===== config.mk =====
export PLATFORM = sky130hd
export DESIGN_NAME = sync_fifo_window
export DESIGN_NICKNAME = d
export VERILOG_FILES = /design/src/rtl/sync_fifo_window.sv
export SDC_FILE = /design/constraint.sdc
export NUM_CORES = 2
export LEC_CHECK = 0
export ABC_AREA = 0
export ABC_CLOCK_PERIOD_IN_PS = 7350
export CAP_MARGIN = 0
export CORE_ASPECT_RATIO = 0.8
export CORE_UTILIZATION = 45
export CTS_BUF_LIST = sky130_fd_sc_hd__clkbuf_8
export DETAILED_ROUTE_END_ITERATION = 7
export PLACE_DENSITY = 0.8
export RECOVER_POWER = 100
export SETUP_SLACK_MARGIN = 0.5
export SYNTH_ARGS = -nofsm -noshare
export SYNTH_HDL_FRONTEND = slang
export SYNTH_SLANG_ARGS = --single-unit

===== constraint.sdc =====
create_clock -name clk_i -period 7.35 [get_ports clk_i]
set_clock_uncertainty 0.2 [all_clocks]
set_input_delay 1.47 -clock clk_i [delete_from_list [all_inputs] [get_ports clk_i]]
set_output_delay 1.47 -clock clk_i [all_outputs]
set_load 0.01 [all_outputs]

===== src/rtl/sync_fifo_window.sv =====
// Single-clock FIFO with a parallel window of all stored entries, oldest first.
// Supports normal (reject-on-full) and ring (drop-oldest) modes, sticky error flags and flush.

// One window slot: picks the k-th entry from head and masks it to 0 when not occupied.
module sync_fifo_window_lane #(
  parameter int N  = 32,
  parameter int M  = 16,
  parameter int K  = 0,
  parameter int PW = 4,
  parameter int LW = 5
) (
  input  logic [N-1:0]  mem_i [M],
  input  logic [PW-1:0] head_i,
  input  logic [LW-1:0] level_i,
  output logic [N-1:0]  win_o,
  output logic          vld_o
);
  localparam int SW = PW + 1;

  logic [SW-1:0] sum;
  logic [PW-1:0] idx;

  always_comb begin
    sum   = {1'b0, head_i} + SW'(K);
    // head+K never exceeds 2*(M-1), so a single conditional subtract wraps it
    idx   = (sum >= SW'(M)) ? PW'(sum - SW'(M)) : PW'(sum);
    vld_o = 32'(level_i) > K;
    win_o = vld_o ? mem_i[idx] : '0;
  end
endmodule

module sync_fifo_window #(
  parameter  int N  = 32,
  parameter  int M  = 16,
  parameter  int AF = M - 2,
  parameter  int AE = 2,
  localparam int LW = $clog2(M + 1)
) (
  input  logic          clk_i,
  input  logic          rst_i,
  input  logic          clr_i,
  input  logic          mode_i,
  input  logic          wr_i,
  input  logic [N-1:0]  wr_data_i,
  input  logic          rd_i,
  output logic [N-1:0]  rd_data_o,
  output logic          full_o,
  output logic          empty_o,
  output logic          afull_o,
  output logic          aempty_o,
  output logic [LW-1:0] level_o,
  output logic          ovf_o,
  output logic          udf_o,
  output logic          drop_o,
  output logic [N-1:0]  win_o [0:M-1],
  output logic [M-1:0]  win_vld_o
);
  localparam int PW = $clog2(M);

  logic [N-1:0]  mem_q [M];
  logic [N-1:0]  mem_d [M];
  logic [PW-1:0] head_q, head_d, tail_q, tail_d;
  logic [LW-1:0] level_q, level_d;
  logic          ovf_q, ovf_d, udf_q, udf_d, drop_q, drop_d;
  logic          is_empty, is_full, do_wr, do_rd, do_drop;

  function automatic logic [PW-1:0] inc(input logic [PW-1:0] p);
    return (p == PW'(M - 1)) ? '0 : p + 1'b1;
  endfunction

  always_comb begin
    is_empty = (level_q == '0);
    is_full  = (level_q == LW'(M));
    do_rd    = rd_i && !is_empty;
    // ring mode frees the head slot itself when a lone write hits a full FIFO
    do_drop  = wr_i && !rd_i && is_full && mode_i;
    do_wr    = wr_i && (!is_full || rd_i || mode_i);

    mem_d   = mem_q;
    head_d  = head_q;
    tail_d  = tail_q;
    level_d = level_q;
    ovf_d   = ovf_q;
    udf_d   = udf_q;
    drop_d  = 1'b0;

    if (clr_i) begin
      head_d  = '0;
      tail_d  = '0;
      level_d = '0;
      ovf_d   = 1'b0;
      udf_d   = 1'b0;
    end else begin
      if (do_wr) begin
        mem_d[tail_q] = wr_data_i;
        tail_d        = inc(tail_q);
      end
      if (do_rd || do_drop) head_d = inc(head_q);
      level_d = level_q + LW'(do_wr) - LW'(do_rd || do_drop);
      ovf_d   = ovf_q | (wr_i && !rd_i && is_full && !mode_i);
      udf_d   = udf_q | (rd_i && is_empty);
      drop_d  = do_drop;
    end
  end

  always_ff @(posedge clk_i) begin
    if (!rst_i) begin
      head_q  <= '0;
      tail_q  <= '0;
      level_q <= '0;
      ovf_q   <= 1'b0;
      udf_q   <= 1'b0;
      drop_q  <= 1'b0;
    end else begin
      head_q  <= head_d;
      tail_q  <= tail_d;
      level_q <= level_d;
      ovf_q   <= ovf_d;
      udf_q   <= udf_d;
      drop_q  <= drop_d;
    end
  end

  // Storage needs no reset: unoccupied slots are masked in every lane.
  always_ff @(posedge clk_i) begin
    mem_q <= mem_d;
  end

  for (genvar k = 0; k < M; k++) begin : g_lane
    sync_fifo_window_lane #(.N(N), .M(M), .K(k), .PW(PW), .LW(LW)) u_lane (
      .mem_i   (mem_q),
      .head_i  (head_q),
      .level_i (level_q),
      .win_o   (win_o[k]),
      .vld_o   (win_vld_o[k])
    );
  end

  assign rd_data_o = win_o[0];
  assign full_o    = is_full;
  assign empty_o   = is_empty;
  assign afull_o   = 32'(level_q) >= AF;
  assign aempty_o  = 32'(level_q) <= AE;
  assign level_o   = level_q;
  assign ovf_o     = ovf_q;
  assign udf_o     = udf_q;
  assign drop_o    = drop_q;
endmodule


==> summary by stage <==
Setup path
Data arrives at the worst endpoint at about 5.5 ns. The kind of start point of the critical path is a register. The data required time at the worst endpoint is between 5 and 6 ns.

The top fanout value on the critical path is 17. The worst setup path is captured at a primary output. The critical path is of the reg2out type.

Final layout
Leaving out fill and tap cells, the most frequent cell in the layout is dlygate4sd3_1. Of the cells placed in the final design, the portion with a size suffix greater than 1 is 23.3%. The finished layout holds 4256 standard cells, fillers aside. The signed area change from the synthesized netlist to the final layout is 21.1%. The number of nets in the finished design is ~3100. The top cell types in the final layout, fill and taps aside, are 535 x dlygate4sd3_1, 512 x mux4_2, 512 x mux2i_1, 512 x o22ai_1, 512 x edfxtp_1.

For this run, the share of the core covered by cells in the final layout is a little under three fifths.

Floorplan
In this run the vertical extent of the chip is 265 µm. The die covers 87400 µm². The initial standard-cell utilization of the core is 45.8%. 610 I/O pins were placed.

The core footprint is approximately 85000 µm². The number of rows in the core area is 95. The die span in x is between 300 and 400 µm.

Yosys
Synthesis inferred ~530 register bits. In the synthesized netlist the async set-or-reset flop fraction comes to 0%. Among all flip-flop cells after synthesis, the most frequent one is edfxtp_1.

The count of synthesis-stage warnings from yosys is 0. In the synthesized netlist, the number of instances is 2600. Counting flops with a built-in enable in the synthesized netlist gives 512. Summing the sequential cell areas from Yosys gives 40.4% of the chip area. The number of different library cells used by synthesis comes to 52. The synthesized netlist occupies a cell area of ~39000 µm². In this run the mean area of a mapped cell was 14.9 µm². The number of nets in the synthesized netlist is 2665.

Routing
The vias per cell is 7.71. The top routing layer in use is met5. In the detailed route, the total length drawn on met3 is 26600 µm. The total length of routed met2 wires is roughly 70000 µm. The detailed-router iteration count before antenna repair is 7. The wire length on met1 is 57100 µm.

The via count is about 33000. The detail route stage leaves a number of antenna-violating nets equal to 0. The detailed router finished its first iteration with 5450 violations. The mean routed wirelength per cell is 38.9 µm. In the routed design, unresolved DRC markers number 0. The routed wire length is 166000 µm.

Clock network
CTS saw 528 sinks. For this design, the CTS-stage hold fixing added 0 buffers. The H-tree generated during clock tree synthesis spans 3 levels. The root buffer cell is clkbuf_8. The clock reaches the later pin of the worst-skew pair after around 0.74 ns. The clock edge transition at the registers on the reported setup and hold paths is approximately 0.070 ns. TritonCTS built the clock tree. Once the clock tree was built, the setup fixing pass inserted 0 buffers.

Buffers inserted during clock tree synthesis total 86. In this run the deepest clock path goes through 3 buffers. The number of resized instances in the post-cts repair step is 0.

Timing
In the final timing run, aggregate negative setup slack is 0 ns. The number of endpoints with negative hold slack in the final report is 0. The final-layout worst hold slack is about 0.27 ns. The final critical-path required period is between 7 and 8 ns. The post-route clock period utilization is 97.2%. The relative slew slack is -165%. Setup repair after global routing left no endpoint under its margin. For the pin with the worst max-slew slack, the measured transition is between 3 and 4 ns. The max-slew violation count is 524. The number of failing setup endpoints in the final timing report is 0. Static timing analysis puts the maximum clock frequency at 140 MHz.

Power
The analysis attributes to cell leakage a power of 16.1 nW. The worst vdd rail ir drop is 0.279 mV. After layout, the design draws a total of 13.4 mW. Power spread over the standard cell area amounts to 285 nW/µm².

Global routing
The number of global-route vias before repair is 31000. The total grt overflow is 0. The global-route wire length before repair is 226000 µm. The number of antenna violations at the first check in global routing is 13.

Global routing used 36.9% of the available tracks across all layers. Entering global routing, the biggest net connects 163 pins.

Placed design
The placer's final routability congestion estimate is 0.966. The number of port buffers is 609. The HPWL after detailed placement is 108000 µm. The total placed cells including tap cells is approximately 4100.

Status
The run finished, with violations left. The checks that failed: capacitance limit, slew limit.

Min path
The type of the most critical hold path is reg2reg.

Run
The max-cap check violation count is 23.
[layer usage]
layer | vias up | global-route usage (%)
li1 | 12300 | -
met1 | 16400 | 47.7
met2 | 3354 | 52.7
met3 | 748 | 15.1
met4 | 14 | 20.6
met5 | - | 0.279
[sequential cells by signal, indices dropped and copies added, names as in the netlist]
register,cells
ovf_o,1
level_o,5
drop_o,1
head_q,4
tail_q,4
udf_o,1
mem_q,512
[where the power goes]
group | leakage (nW) | switching, mW | internal (mW)
logic | 10.4 | 4.29 | 3.07
clock network | 0.942 | 1.24 | 1.40
registers | 4.74 | 0.0655 | 3.33
[final timing paths]
check                         from                   end  slack (ns)  cells after the start
min               udf_o$_SDFF_PP0_      udf_o$_SDFF_PP0_        0.27                      2
max reg2reg  level_o[2]$_SDFF_PP0_  mem_q[172]$_DFFE_PP_        0.93                      8
min reg2reg       udf_o$_SDFF_PP0_      udf_o$_SDFF_PP0_        0.27                      2
max          level_o[1]$_SDFF_PP0_            win_o[171]        0.21                      8
[layout make-up]
class,instances,area (µm²)
diodes,10,25.0
well taps,1115,1400
clock buffers,92,1270
repair buffers,699,6790
inverters,20,77.6
multi-input cells,1727,21300
fillers,6695,37700
clock inverters,65,457
flip-flops and latches,528,15700
[kinds of logic (layout without fill, tap and decap cells)]
| group | Yosys count | after routing | share of synthesized area (%) |
|---|---|---|---|
| DFF | 528 | 528 | 40.4 |
| adders and majority gates | 27 | 27 | 0.890 |
| buffers and inverters | 345 | 876 | 4.85 |
| xor gates and xnor gates | 20 | 20 | 0.645 |
| AOI/OAI and AO/OA | 554 | 554 | 8.99 |
| and+or+nand+nor | 102 | 102 | 1.28 |
| other | 0 | 10 | 0 |
| muxes | 1024 | 1024 | 42.9 |
[per-stage QoR]
step	worst slack, ns	cell area (µm²)
finish	0.206	47000
global route	0.293	47000
CTS	0.727	47300
detailed placement	1.55	45500
global placement	1.63	45500
floorplan	1.68	38800
[Yosys cell counts, types with 2 or more instances]
cell	count	area (µm²)
nand2_1	38	143
nor3b_1	3	22.5
buf_8	6	90.1
inv_1	17	63.8
o22ai_1	512	3200
ha_1	26	325
clkinv_1	3	11.3
nor4_1	5	31.3
o21bai_1	2	15.0
xor2_4	2	55.1
dfxtp_1	16	320
nand4_1	4	25.0
a31o_2	2	17.5
a41o_1	2	20.0
nor2b_1	3	18.8
a21oi_1	15	75.1
nor2_1	17	63.8
a32oi_1	3	26.3
nor3_1	6	30.0
xor2_1	7	61.3
buf_2	134	671
buf_4	88	661
nand2b_1	10	62.6
buf_6	2	22.5
nand3_1	7	35.0
clkbuf_1	83	312
edfxtp_1	512	15400
buf_1	10	37.5
mux2i_1	512	5120
xnor2_4	2	55.1
mux4_2	512	11500
xnor2_1	9	78.8
or3_1	2	12.5
a22oi_1	2	15.0
and2_1	3	18.8
o21ai_0	7	35.0
[critical path, stage by stage, from the launching register on]
cell and delay, ns:
dfxtp_1 0.68, inv_1 0.24, ha_1 0.29, nand2b_1 0.15, a22oi_1 0.46, nand2_1 1.09
clkbuf_2 0.77, o22ai_1 0.42, clkdlybuf4s50_1 0.60
Power figures use the tool's default switching activity.
